<file path="src/rtl/regfile_pkg.sv">
// rtl/regfile_pkg.sv - shared sizes and FSM state type for the register-file write arbiter
package regfile_pkg;

  localparam int NUM_REGS = 64;
  localparam int ADDR_W   = 8;
  localparam int DATA_W   = 64;

  typedef enum logic {
    ARB   = 1'b0,
    CLEAR = 1'b1
  } arb_state_t;

endpackage

</file>
<file path="src/rtl/regfile_write_arbiter_if.sv">
// rtl/regfile_write_arbiter_if.sv - requester, clear and register-file port bundle
interface regfile_write_arbiter_if #(
  parameter int ADDR_W = regfile_pkg::ADDR_W,
  parameter int DATA_W = regfile_pkg::DATA_W
);

  logic              req_a_valid;
  logic [ADDR_W-1:0] req_a_addr;
  logic [DATA_W-1:0] req_a_data;
  logic              req_a_ready;

  logic              req_b_valid;
  logic [ADDR_W-1:0] req_b_addr;
  logic [DATA_W-1:0] req_b_data;
  logic              req_b_ready;

  logic              clr_start;
  logic              clr_busy;
  logic              clr_done;
  logic              err_oor;

  logic [ADDR_W-1:0] rf_write_reg;
  logic [DATA_W-1:0] rf_write_data;
  logic              rf_reg_write;
  logic              rf_En;

  // Requester / controller side
  modport master (
    output req_a_valid, req_a_addr, req_a_data,
    input  req_a_ready,
    output req_b_valid, req_b_addr, req_b_data,
    input  req_b_ready,
    output clr_start,
    input  clr_busy, clr_done, err_oor,
    input  rf_write_reg, rf_write_data, rf_reg_write, rf_En
  );

  // Arbiter side
  modport slave (
    input  req_a_valid, req_a_addr, req_a_data,
    output req_a_ready,
    input  req_b_valid, req_b_addr, req_b_data,
    output req_b_ready,
    input  clr_start,
    output clr_busy, clr_done, err_oor,
    output rf_write_reg, rf_write_data, rf_reg_write, rf_En
  );

endinterface

</file>
<file path="src/rtl/regfile_write_arbiter_rr_arb2.sv">
// rtl/regfile_write_arbiter_rr_arb2.sv - two-way round-robin grant with pointer
module rr_arb2 (
  input  logic       Clk,
  input  logic       Rst_n,
  input  logic [1:0] req,
  input  logic       accept,
  output logic [1:0] grant
);

  // 0 favours requester 0 (A), 1 favours requester 1 (B)
  logic favour_b_q;

  // A lone requester wins outright; contention is settled by the pointer
  always_comb begin
    grant = 2'b00;
    if (req[0] && (!req[1] || !favour_b_q)) begin
      grant[0] = 1'b1;
    end else if (req[1]) begin
      grant[1] = 1'b1;
    end
  end

  // Hand priority to the other side after every accepted transfer
  always_ff @(posedge Clk or negedge Rst_n) begin
    if (!Rst_n) begin
      favour_b_q <= 1'b0;
    end else if (accept) begin
      favour_b_q <= grant[0];
    end
  end

endmodule

</file>
<file path="src/rtl/regfile_write_arbiter.sv">
// rtl/regfile_write_arbiter.sv - two-requester register-file write arbiter with bulk clear
module regfile_write_arbiter #(
  parameter int NUM_REGS = regfile_pkg::NUM_REGS,
  parameter int ADDR_W   = regfile_pkg::ADDR_W,
  parameter int DATA_W   = regfile_pkg::DATA_W
) (
  input logic                    Clk,
  input logic                    Rst_n,
  regfile_write_arbiter_if.slave bus
);
  import regfile_pkg::*;

  // Compared one bit wider so NUM_REGS == 2**ADDR_W does not wrap to zero
  localparam logic [ADDR_W:0]   NUM_REGS_X = (ADDR_W+1)'(NUM_REGS);
  localparam logic [ADDR_W-1:0] LAST_IDX   = ADDR_W'(NUM_REGS - 1);

  arb_state_t        state_q, state_d;
  logic [ADDR_W-1:0] cnt_q;
  logic              clr_last;
  logic              arb_en;
  logic [1:0]        req, grant;
  logic              accept;
  logic [ADDR_W-1:0] sel_addr;
  logic [DATA_W-1:0] sel_data;
  logic              sel_oor;

  logic [ADDR_W-1:0] rf_write_reg_q;
  logic [DATA_W-1:0] rf_write_data_q;
  logic              rf_reg_write_q;
  logic              clr_done_q;
  logic              err_oor_q;

  // Readies are combinational, so Rst_n gates them directly to force them low in reset
  assign arb_en   = Rst_n && (state_q == ARB) && !bus.clr_start;
  assign req      = {bus.req_b_valid, bus.req_a_valid} & {2{arb_en}};
  assign accept   = |grant;
  assign sel_addr = grant[1] ? bus.req_b_addr : bus.req_a_addr;
  assign sel_data = grant[1] ? bus.req_b_data : bus.req_a_data;
  assign sel_oor  = {1'b0, sel_addr} >= NUM_REGS_X;
  assign clr_last = (cnt_q == LAST_IDX);

  rr_arb2 u_rr_arb2 (
    .Clk    (Clk),
    .Rst_n  (Rst_n),
    .req    (req),
    .accept (accept),
    .grant  (grant)
  );

  // Next state: clear request leaves ARB, last clear write returns to ARB
  always_comb begin
    state_d = state_q;
    if (state_q == ARB) begin
      if (bus.clr_start) state_d = CLEAR;
    end else begin
      if (clr_last) state_d = ARB;
    end
  end

  // State register and clear counter; counter rests at 0 outside CLEAR
  always_ff @(posedge Clk or negedge Rst_n) begin
    if (!Rst_n) begin
      state_q <= ARB;
      cnt_q   <= '0;
    end else begin
      state_q <= state_d;
      cnt_q   <= (state_q == CLEAR && !clr_last) ? cnt_q + ADDR_W'(1) : '0;
    end
  end

  // Registered register-file port; address/data hold when nothing is written
  always_ff @(posedge Clk or negedge Rst_n) begin
    if (!Rst_n) begin
      rf_write_reg_q  <= '0;
      rf_write_data_q <= '0;
      rf_reg_write_q  <= 1'b0;
      clr_done_q      <= 1'b0;
      err_oor_q       <= 1'b0;
    end else begin
      rf_reg_write_q <= 1'b0;
      clr_done_q     <= 1'b0;
      err_oor_q      <= 1'b0;
      if (state_q == CLEAR) begin
        rf_write_reg_q  <= cnt_q;
        rf_write_data_q <= '0;
        rf_reg_write_q  <= 1'b1;
        clr_done_q      <= clr_last;
      end else if (accept) begin
        if (sel_oor) begin
          err_oor_q <= 1'b1;
        end else begin
          rf_write_reg_q  <= sel_addr;
          rf_write_data_q <= sel_data;
          rf_reg_write_q  <= 1'b1;
        end
      end
    end
  end

  assign bus.req_a_ready   = grant[0];
  assign bus.req_b_ready   = grant[1];
  assign bus.clr_busy      = (state_q == CLEAR);
  assign bus.clr_done      = clr_done_q;
  assign bus.err_oor       = err_oor_q;
  assign bus.rf_write_reg  = rf_write_reg_q;
  assign bus.rf_write_data = rf_write_data_q;
  assign bus.rf_reg_write  = rf_reg_write_q;
  assign bus.rf_En         = rf_reg_write_q;

endmodule

</file>
<file path="src/flat_wrapper.sv">
// flat-port wrapper written by rule: the top's interface ports become plain ports
module regfile_write_arbiter_flat import regfile_pkg::*;
#(
  parameter int NUM_REGS = regfile_pkg::NUM_REGS,
  parameter int ADDR_W   = regfile_pkg::ADDR_W,
  parameter int DATA_W   = regfile_pkg::DATA_W
)
  (Clk, Rst_n, bus_req_a_valid, bus_req_a_addr, bus_req_a_data, bus_req_a_ready, bus_req_b_valid, bus_req_b_addr, bus_req_b_data, bus_req_b_ready, bus_clr_start, bus_clr_busy, bus_clr_done, bus_err_oor, bus_rf_write_reg, bus_rf_write_data, bus_rf_reg_write, bus_rf_En);
  regfile_write_arbiter_if #(.ADDR_W(ADDR_W), .DATA_W(DATA_W)) bus_i ();
  input logic Clk;
  input logic Rst_n;
  input wire logic [$bits(bus_i.req_a_valid)-1:0] bus_req_a_valid;
  input wire logic [$bits(bus_i.req_a_addr)-1:0] bus_req_a_addr;
  input wire logic [$bits(bus_i.req_a_data)-1:0] bus_req_a_data;
  output wire logic [$bits(bus_i.req_a_ready)-1:0] bus_req_a_ready;
  input wire logic [$bits(bus_i.req_b_valid)-1:0] bus_req_b_valid;
  input wire logic [$bits(bus_i.req_b_addr)-1:0] bus_req_b_addr;
  input wire logic [$bits(bus_i.req_b_data)-1:0] bus_req_b_data;
  output wire logic [$bits(bus_i.req_b_ready)-1:0] bus_req_b_ready;
  input wire logic [$bits(bus_i.clr_start)-1:0] bus_clr_start;
  output wire logic [$bits(bus_i.clr_busy)-1:0] bus_clr_busy;
  output wire logic [$bits(bus_i.clr_done)-1:0] bus_clr_done;
  output wire logic [$bits(bus_i.err_oor)-1:0] bus_err_oor;
  output wire logic [$bits(bus_i.rf_write_reg)-1:0] bus_rf_write_reg;
  output wire logic [$bits(bus_i.rf_write_data)-1:0] bus_rf_write_data;
  output wire logic [$bits(bus_i.rf_reg_write)-1:0] bus_rf_reg_write;
  output wire logic [$bits(bus_i.rf_En)-1:0] bus_rf_En;
  assign bus_i.req_a_valid = bus_req_a_valid;
  assign bus_i.req_a_addr = bus_req_a_addr;
  assign bus_i.req_a_data = bus_req_a_data;
  assign bus_req_a_ready = bus_i.req_a_ready;
  assign bus_i.req_b_valid = bus_req_b_valid;
  assign bus_i.req_b_addr = bus_req_b_addr;
  assign bus_i.req_b_data = bus_req_b_data;
  assign bus_req_b_ready = bus_i.req_b_ready;
  assign bus_i.clr_start = bus_clr_start;
  assign bus_clr_busy = bus_i.clr_busy;
  assign bus_clr_done = bus_i.clr_done;
  assign bus_err_oor = bus_i.err_oor;
  assign bus_rf_write_reg = bus_i.rf_write_reg;
  assign bus_rf_write_data = bus_i.rf_write_data;
  assign bus_rf_reg_write = bus_i.rf_reg_write;
  assign bus_rf_En = bus_i.rf_En;
  regfile_write_arbiter #(.NUM_REGS(NUM_REGS), .ADDR_W(ADDR_W), .DATA_W(DATA_W)) u_core (.Clk(Clk), .Rst_n(Rst_n), .bus(bus_i));
endmodule
</file>
<file path="config.mk">
export PLATFORM = sky130hd
export DESIGN_NAME = regfile_write_arbiter_flat
export DESIGN_NICKNAME = d
export VERILOG_FILES = /design/src/rtl/regfile_pkg.sv /design/src/rtl/regfile_write_arbiter_if.sv /design/src/rtl/regfile_write_arbiter_rr_arb2.sv /design/src/rtl/regfile_write_arbiter.sv /design/src/flat_wrapper.sv
export SDC_FILE = /design/constraint.sdc
export NUM_CORES = 1
export LEC_CHECK = 0
export CAP_MARGIN = 20
export CORE_MARGIN = 2
export CORE_UTILIZATION = 45
export CTS_BUF_LIST = sky130_fd_sc_hd__clkbuf_8
export CTS_CLUSTER_DIAMETER = 50
export CTS_CLUSTER_SIZE = 10
export DETAILED_ROUTE_END_ITERATION = 7
export MAX_ROUTING_LAYER = met4
export PLACE_DENSITY_LB_ADDON = 0.12
export SETUP_SLACK_MARGIN = 0.05
export SLEW_MARGIN = 10
export SYNTH_ARGS = -nofsm -noshare
export SYNTH_HDL_FRONTEND = slang
export SYNTH_SLANG_ARGS = --single-unit
</file>
<file path="constraint.sdc">
create_clock -name Clk -period 4.2 [get_ports Clk]
set_clock_uncertainty 0.1 [all_clocks]
set_input_delay 0.63 -clock Clk [delete_from_list [all_inputs] [get_ports Clk]]
set_output_delay 0.63 -clock Clk [all_outputs]
set_load 0.03 [all_outputs]
</file>
==> flow_metrics.tcl <==
set metrics [dict create \
    clk_latency_ns 0.35 \
    clk_pin_slew_ns 0.09 \
    drc 0 \
    grt_pass1_vias 3951 \
    cts_tree "done" \
    synth_edf_count 0 \
    fill_cells 850 \
    fp.dieArea_mm2 0.0112 \
    dr.pass1.iters 5 \
    synth.most_common_cell "nand2_1" \
    cts_buffers 9 \
    syn_inst 449 \
    yosysWarnings 0 \
    cts_hold_buf 0 \
    coreArea_mm2 0.0102 \
    yosys_most_used_dff "dfrtp_1" \
    multiInputGateArea_mm2 0.00227 \
    diodes 0 \
    worst_setup_path_start_kind "input port" \
    grt_usage 0.228 \
    cts_resized 0 \
    syn_area_mm2 0.00466 \
    pre_cts_ws_ns 0.913 \
    dieWidth_um 106 \
    drive_above_1_share 0.151 \
    synth_top_area_cell "dfrtp_1" \
    setup_ws_ns 0.919 \
    cts_setup_buffers 0 \
    final-seq-area_mm2 0.00213 \
    synth_common_cells "136 x nand2_1, 85 x dfrtp_1, 78 x a21oi_1, 69 x mux2_4, 16 x clkbuf_1" \
    p_leak_nw 3.37 \
    gp_congestion 0.866 \
    ant_nets 0 \
    grt_max_degree 72 \
    synth_seq_cells 85 \
    antenna_found_initial 0 \
    path_class "input port to output port" \
    cts-root-buf "clkbuf_8" \
    hold_viol 0 \
    min_period_over_period 0.781 \
    cp.arrival_ns 2.55 \
    clockBufferDepth 2 \
    grt_setup_unrepaired "no" \
    die-height_um 106 \
    fmax_mhz 305 \
    fin_util 0.697 \
    worstMarginPinSlew_ns 0.721 \
    crit_fanout 38 \
    fp-row-count 37 \
    cp.required_ns 3.47 \
    slew-limit-headroom 0.519 \
    largest_register_ffs 64 \
    synth_area_per_cell_um2 10.4 \
    synth_fp_nets 599 \
    cap_violations 0 \
    synth_cell_type_count 33 \
    cp-end-kind "output port" \
    setup_viol 0 \
    dp_hpwl_mm 8.94 \
    min_path_type "input port to asynchronous set/reset pin" \
    yosys-top-cells-area "dfrtp_1 46%, mux2_4 22%, nand2_1 11%" \
    grt_overflow 0 \
    vias 3962 \
    drt-total-wl_mm 12.6 \
    ios 228 \
    viasPerCell 4.93 \
    syn_to_final_growth_pct 52.2 \
    status "complete, no violations" \
    ir_drop_mv 0.326 \
    initial_utilization 0.458 \
    report.final.slew_viol_count 0 \
    p_per_area_mw_per_mm2 335 \
    wl_per_cell_um 15.7 \
    post-route-min-period_ns 3.28 \
    final_nets 812 \
    htreeDepth 3 \
    drt_iter0_markers 164 \
    setup_tns_ns 0 \
    synthArstFlopShare 1.00 \
    seq_area_frac_synth 0.456 \
    grt_pass1_wl_mm 19.6 \
    synth_top_area_frac 0.456 \
    clock_sink_count 85 \
    port_buffers 227 \
]
-- layout make-up --
type	count	area share
sequential	85	0.300
inverter	3	0.00265
tap	136	0.0240
multi-input combinational	330	0.320
clock buffer	10	0.0194
timing repair buffer	233	0.326
clock inverter	6	0.00794
-- through the flow --
step	area [µm²]	power, mW	std cells	hold slack, ns
final	7100	2.37	803	0.285
after global routing	7100	2.50	803	0.325
after CTS	7100	2.40	803	0.299
after detailed placement	6900	1.83	787	0.391
after global placement	6900	1.81	787	0.385
after floorplan	4660	1.48	449	0.234
-- layout by cell type, fill, tap and decap left out, types with 2 or more instances in the layout --
cell and n:
nand3_1 2, dfrtp_1 84, clkbuf_8 10, nand2_1 136, buf_4 8, xnor2_1 2
a31oi_1 2, nor2b_1 6, and3_1 3, nor2_1 9, a22o_1 2, clkdlybuf4s50_1 225
inv_1 3, mux2_4 69, a21oi_1 78, clkinv_2 2, xor2_1 4, and2_1 4
-- report_power, final --
| group | switching, mW | internal (mW) |
|---|---|---|
| clock | 0.276 | 0.286 |
| combinational | 0.368 | 0.426 |
| sequential | 0.0943 | 0.924 |
| total | 0.738 | 1.64 |
-- layer usage --
layer  vias to the layer above  global-route usage  part of all wire
li1                       1922                   -                 -
met3                        26              0.0464             0.062
met2                       161               0.373              0.48
met4                         0              0.0855             0.026
met5                         -                   -                 0
met1                      1853               0.280              0.43
-- logic make-up after synthesis --
logic type,after synthesis,share of synthesized area
AND/OR/NAND/NOR,167,0.151
multiplexers,70,0.225
XOR/XNOR,6,0.0113
flip-flops,85,0.456
adder cells (fa/ha/maj),1,0.00268
AO/OA/AOI/OAI,86,0.0974
buffers and inverters,34,0.0566
-- worst max-delay path, stage by stage --
cell and delay [ns]:
clkdlybuf4s50_1 0.46, nor3b_4 0.33, nand3_4 0.39, inv_2 0.15
buf_4 0.33, buf_4 0.23
-- worst paths after layout --
kind                                               from                            to  slack (ns)  cells after the start
max                                       bus_clr_start               bus_req_b_ready        0.92                      6
min                                               Rst_n           u_core.bus.clr_done        0.29                      2
max reg2reg                         u_core.bus.clr_busy  u_core.bus.rf_write_data[10]        1.54                      7
min reg2reg                u_core.bus.rf_write_data[20]  u_core.bus.rf_write_data[20]        0.41                      1
max in group asynchronous                         Rst_n  u_core.bus.rf_write_data[22]        2.75                      3
min in group Clk           u_core.bus.rf_write_data[20]  u_core.bus.rf_write_data[20]        0.41                      1
Note: power is estimated with default switching activity, not from simulation.
==> edit 1, RTL diff (config.mk and constraints unchanged) <==
Make the reset (`Rst_n`) synchronous in 3 clocked blocks.
--- a/src/rtl/regfile_write_arbiter_rr_arb2.sv
+++ b/src/rtl/regfile_write_arbiter_rr_arb2.sv
@@ -21,7 +21,7 @@
   end
 
   // Hand priority to the other side after every accepted transfer
-  always_ff @(posedge Clk or negedge Rst_n) begin
+  always_ff @(posedge Clk) begin
     if (!Rst_n) begin
       favour_b_q <= 1'b0;
     end else if (accept) begin
--- a/src/rtl/regfile_write_arbiter.sv
+++ b/src/rtl/regfile_write_arbiter.sv
@@ -58,7 +58,7 @@
   end
 
   // State register and clear counter; counter rests at 0 outside CLEAR
-  always_ff @(posedge Clk or negedge Rst_n) begin
+  always_ff @(posedge Clk) begin
     if (!Rst_n) begin
       state_q <= ARB;
       cnt_q   <= '0;
@@ -69,7 +69,7 @@
   end
 
   // Registered register-file port; address/data hold when nothing is written
-  always_ff @(posedge Clk or negedge Rst_n) begin
+  always_ff @(posedge Clk) begin
     if (!Rst_n) begin
       rf_write_reg_q  <= '0;
       rf_write_data_q <= '0;
Formal check against the unedited RTL: differs if Rst_n is asserted again (counterexample within 4 cycles, from zero or initial values and one cycle with Rst_n low); with Rst_n held inactive, the same outputs for 10 cycles.
==> edit 1 against the unedited design <==
Area after synthesis fell by 19%; worst setup slack improved by 29 ps; sequential cell count did not move; cell area fell by 11%; wire length fell by 10%; utilization rose by 7.3 points.
Power is not compared: it rests on default switching activity, and its combinational part moved more than twofold at a synthesized area within 25%.
==> edit 1: results (changes against the unedited design) <==
[run_status]
status=completed  ; unchanged

[placement]
place_inst=699  ; was 787
placed_area_sq_um=6058  ; was 6902 sq um
detailedPlace.worstSlack_ps=935.7  ; was 913.1 ps
dp_hpwl_um=8338  ; was 8945 um

[detailed_routing]
drt-pass1-iter-count=4  ; was 5
route.met3.wl_um=862  ; was 783 um
wl_met2_um=5841  ; was 6104 um
avgRoutedWirePerCell_um=15.86  ; was 15.71 um
wirelength_met1_um=4326  ; was 5390 um
vias=3724  ; was 3962

[global_routing]
use_met2_pct=44.89  ; was 37.28%

[synthesis]
synthTopCellsByArea=dfxtp_1 (45%), mux2i_1 (17%), a211oi_1 (13%)  ; was dfrtp_1 (46%), mux2_4 (22%), nand2_1 (11%)
yosysSeqAreaShare_pct=45.20  ; was 45.61%
syn_nets=546  ; was 599
netlist-cell-type-count=32  ; was 33
synthMuxAreaShare_pct=18.81  ; was 22.46%
synth_xor_area_share_pct=1.396  ; was 1.127%
async_flop_share_pct=0  ; was 100.0%
synth_fa_ha_area_share_pct=0.3323  ; was 0.2683%
synth_compound_area_share_pct=15.82  ; was 9.740%
synth_common_cells=dfxtp_1 (85), nor2_1 (76), a211oi_1 (65)  ; was nand2_1 (136), dfrtp_1 (85), a21oi_1 (78)

[cells_and_area]
buffers_excl_clock=234  ; was 233
area_share_clock_buf_inv_pct=3.300  ; was 2.733%
layout-drive-gt1-share_pct=5.237  ; was 15.14%
comb.multi_input.count=273  ; was 330
multi_input_area_share_pct=30.14  ; was 32.02%
fillers=596  ; was 850
regArea_sq_um=1702  ; was 2128 sq um

[worst_hold_path]
min_path_type=reg -> reg  ; was in -> async

[critical_path]
cp_max_fo=4  ; was 38
slowest_delay_ps=670  ; was 460 ps
critPathArrivalTime_ps=2520  ; was 2550 ps

[sta]
slew_headroom_pct=42.82  ; was 51.93%

## edit 1: cell types whose count changed in the layout (fill, tap and decap cells not counted), moves of 6 or more
cell | before | now
a211oi_1 | 1 | 65
a21oi_1 | 78 | 1
dfrtp_1 | 84 | 0
dfxtp_1 | 0 | 85
mux2_4 | 69 | 0
mux2i_1 | 0 | 64
nand2_1 | 136 | 11
nand3_1 | 2 | 11
nand3b_1 | 0 | 6
nor2_1 | 9 | 76
nor2b_1 | 6 | 0
o211ai_1 | 0 | 6
## edit 1: final timing paths
kind | startpoint | to | slack [ps] | depth (start not counted)
setup / recovery | bus_clr_start | bus_req_a_ready | 950 | 4
hold / removal | u_core.cnt_q[0] | u_core.cnt_q[0] | 390 | 1
setup reg to reg | u_core.bus.clr_busy | u_core.bus.rf_write_data[31] | 1680 | 6
hold reg to reg | u_core.cnt_q[0] | u_core.cnt_q[0] | 390 | 1
==> edit 2, RTL diff (same settings) <==
Without the edit above. `DATA_W`: 64 -> 128.
--- a/src/rtl/regfile_pkg.sv
+++ b/src/rtl/regfile_pkg.sv
@@ -3,7 +3,7 @@
 
   localparam int NUM_REGS = 64;
   localparam int ADDR_W   = 8;
-  localparam int DATA_W   = 64;
+  localparam int DATA_W   = 128;
 
   typedef enum logic {
     ARB   = 1'b0,
Ports: changed (resized bus_req_a_data, bus_req_b_data and bus_rf_write_data); port bits go from 228 to 420. No check against the original RTL was run, so the function may have changed too.
==> edit 2 against the unedited design <==
Fmax shrank 11%; power grew 86%; worst hold slack improved by 110 ps; utilization is 2.7 points lower; worst setup slack worse by 390 ps; critical path depth unchanged; wire length increased to 2.7 times the old value; area after synthesis grew 110%; sequential power grew 67%; sequential cell count increased by 64; cell area up 99%; critical path type unchanged; largest cell class is now multi-input gates; largest power group unchanged.
==> edit 2: results (changes against the unedited design) <==
[synthesis]
synthTopCellsByArea=dfrtp_1 (39%), mux2_4 (13%), o31ai_2 (13%)  ; was dfrtp_1 (46%), mux2_4 (22%), nand2_1 (11%)
synthMuxAreaShare_pct=18.98  ; was 22.46%
synth_common_cells=dfrtp_1 (149), nand4_1 (135), a21oi_1 (129)  ; was nand2_1 (136), dfrtp_1 (85), a21oi_1 (78)
netlist-cell-type-count=36  ; was 33
synth_cells=862  ; was 449
syn_nets=1140  ; was 599
synth_xor_area_share_pct=0.5469  ; was 1.127%
synth_compound_area_share_pct=23.02  ; was 9.740%
yosysSeqAreaShare_pct=38.80  ; was 45.61%

[cts]
cts_buffers=17  ; was 9
cts_max_level=4  ; was 3
ctsHoldBuffers=1  ; was 0
clock_latency_ps=460  ; was 350 ps

[detailed_routing]
vias=8919  ; was 3962
via_per_inst=6.006  ; was 4.934
wirelength_met1_um=13690  ; was 5390 um
drt_wl_total_um=34300  ; was 12610 um
first_iter_violations=553  ; was 164
route.met3.wl_um=2744  ; was 783 um

[power]
clkPwrFrac_pct=27.0  ; was 23.7%
swShare_pct=35.68  ; was 31.09%
p_leak_uw=0.005426  ; was 0.003373 uW
max-vdd-ir-drop_v=0.0002136  ; was 0.0003264 V
p_int_uw=2835  ; was 1636 uW
powerComb_uw=1520  ; was 794 uW

[global_routing]
gr-usage-met3_pct=7.091  ; was 4.638%
grt_max_degree=88  ; was 72
use_met2_pct=48.08  ; was 37.28%
antenna_found_initial=1  ; was 0
track_usage_pct=30.29  ; was 22.78%
grtUsageMet1_pct=37.43  ; was 27.97%
grt_pass1_wl_um=51400  ; was 19580 um

[critical_path]
critPathArrivalTime_ps=2940  ; was 2550 ps
r2r_cells=5  ; was 7
cp_max_fo=23  ; was 38
slowest_delay_ps=730  ; was 460 ps

[cells_and_area]
fillers=1658  ; was 850
layout-drive-gt1-share_pct=21.84  ; was 15.14%
final_nets=1475  ; was 812
largest_register_ffs=128  ; was 64

[placement]
place.gp.congestion=0.8185  ; was 0.8656
detailedPlace.worstSlack_ps=876.9  ; was 913.1 ps
dp_hpwl_um=22290  ; was 8945 um

[run_status]
status=completed  ; unchanged

[worst_hold_path]
min_path_type=reg -> reg  ; was in -> async

-- edit 2: cell count changes in the layout (fill, tap and decap cells not counted), moves of 7 or more --
cell,change
dfrtp_1,+64
mux2_1,+25
clkbuf_8,+8
inv_1,+7
o31ai_1,+30
a21oi_1,+51
nand4_1,+135
clkdlybuf4s50_1,+192
mux2_4,+15
o31ai_2,+98
nand2_1,-127
mux2_2,+24
-- edit 2: worst register-to-register path: cells and delay by family (launching register included) --
kind,cells,cell delay [ps]
AOI/OAI and AO/OA,1,380
buffers and inverters,1,420
and+or+nand+nor,2,460
muxes,1,510
DFF,1,1010
-- edit 2: path summary, 6_finish.rpt --
kind	startpoint	end	slack (ps)
setup / recovery	Rst_n	bus_req_b_ready	530
hold / removal	u_core.bus.rf_write_data[90]	u_core.bus.rf_write_data[90]	400
setup reg to reg	u_core.bus.clr_busy	u_core.bus.rf_write_reg[1]	1200
hold reg to reg	u_core.bus.rf_write_data[90]	u_core.bus.rf_write_data[90]	400
max in group asynchronous	Rst_n	u_core.bus.rf_write_data[36]	1390
min in group asynchronous	Rst_n	u_core.u_rr_arb2.favour_b_q	500
-- edit 2: final cells by class --
type	count	area [sq um]	area share [%]
clock inverters	13	158.9	1.128
inverters	10	42.54	0.3020
flip-flops and latches	149	3732	26.50
diodes	1	2.502	0.01777
well taps	275	344.1	2.443
repair buffers	437	4393	31.19
multi-input cells	582	5165	36.67
clock buffers	18	247.7	1.759
-- edit 2: cells by family (layout without fill, tap and decap cells) --
logic type / count (synthesis) / after routing
mux: 134 / 134
simple gates: 172 / 172
buf+inv: 131 / 478
fa+ha+maj: 1 / 1
xor+xnor: 6 / 6
flops: 149 / 149
other cells: 0 / 1
compound gates: 269 / 269
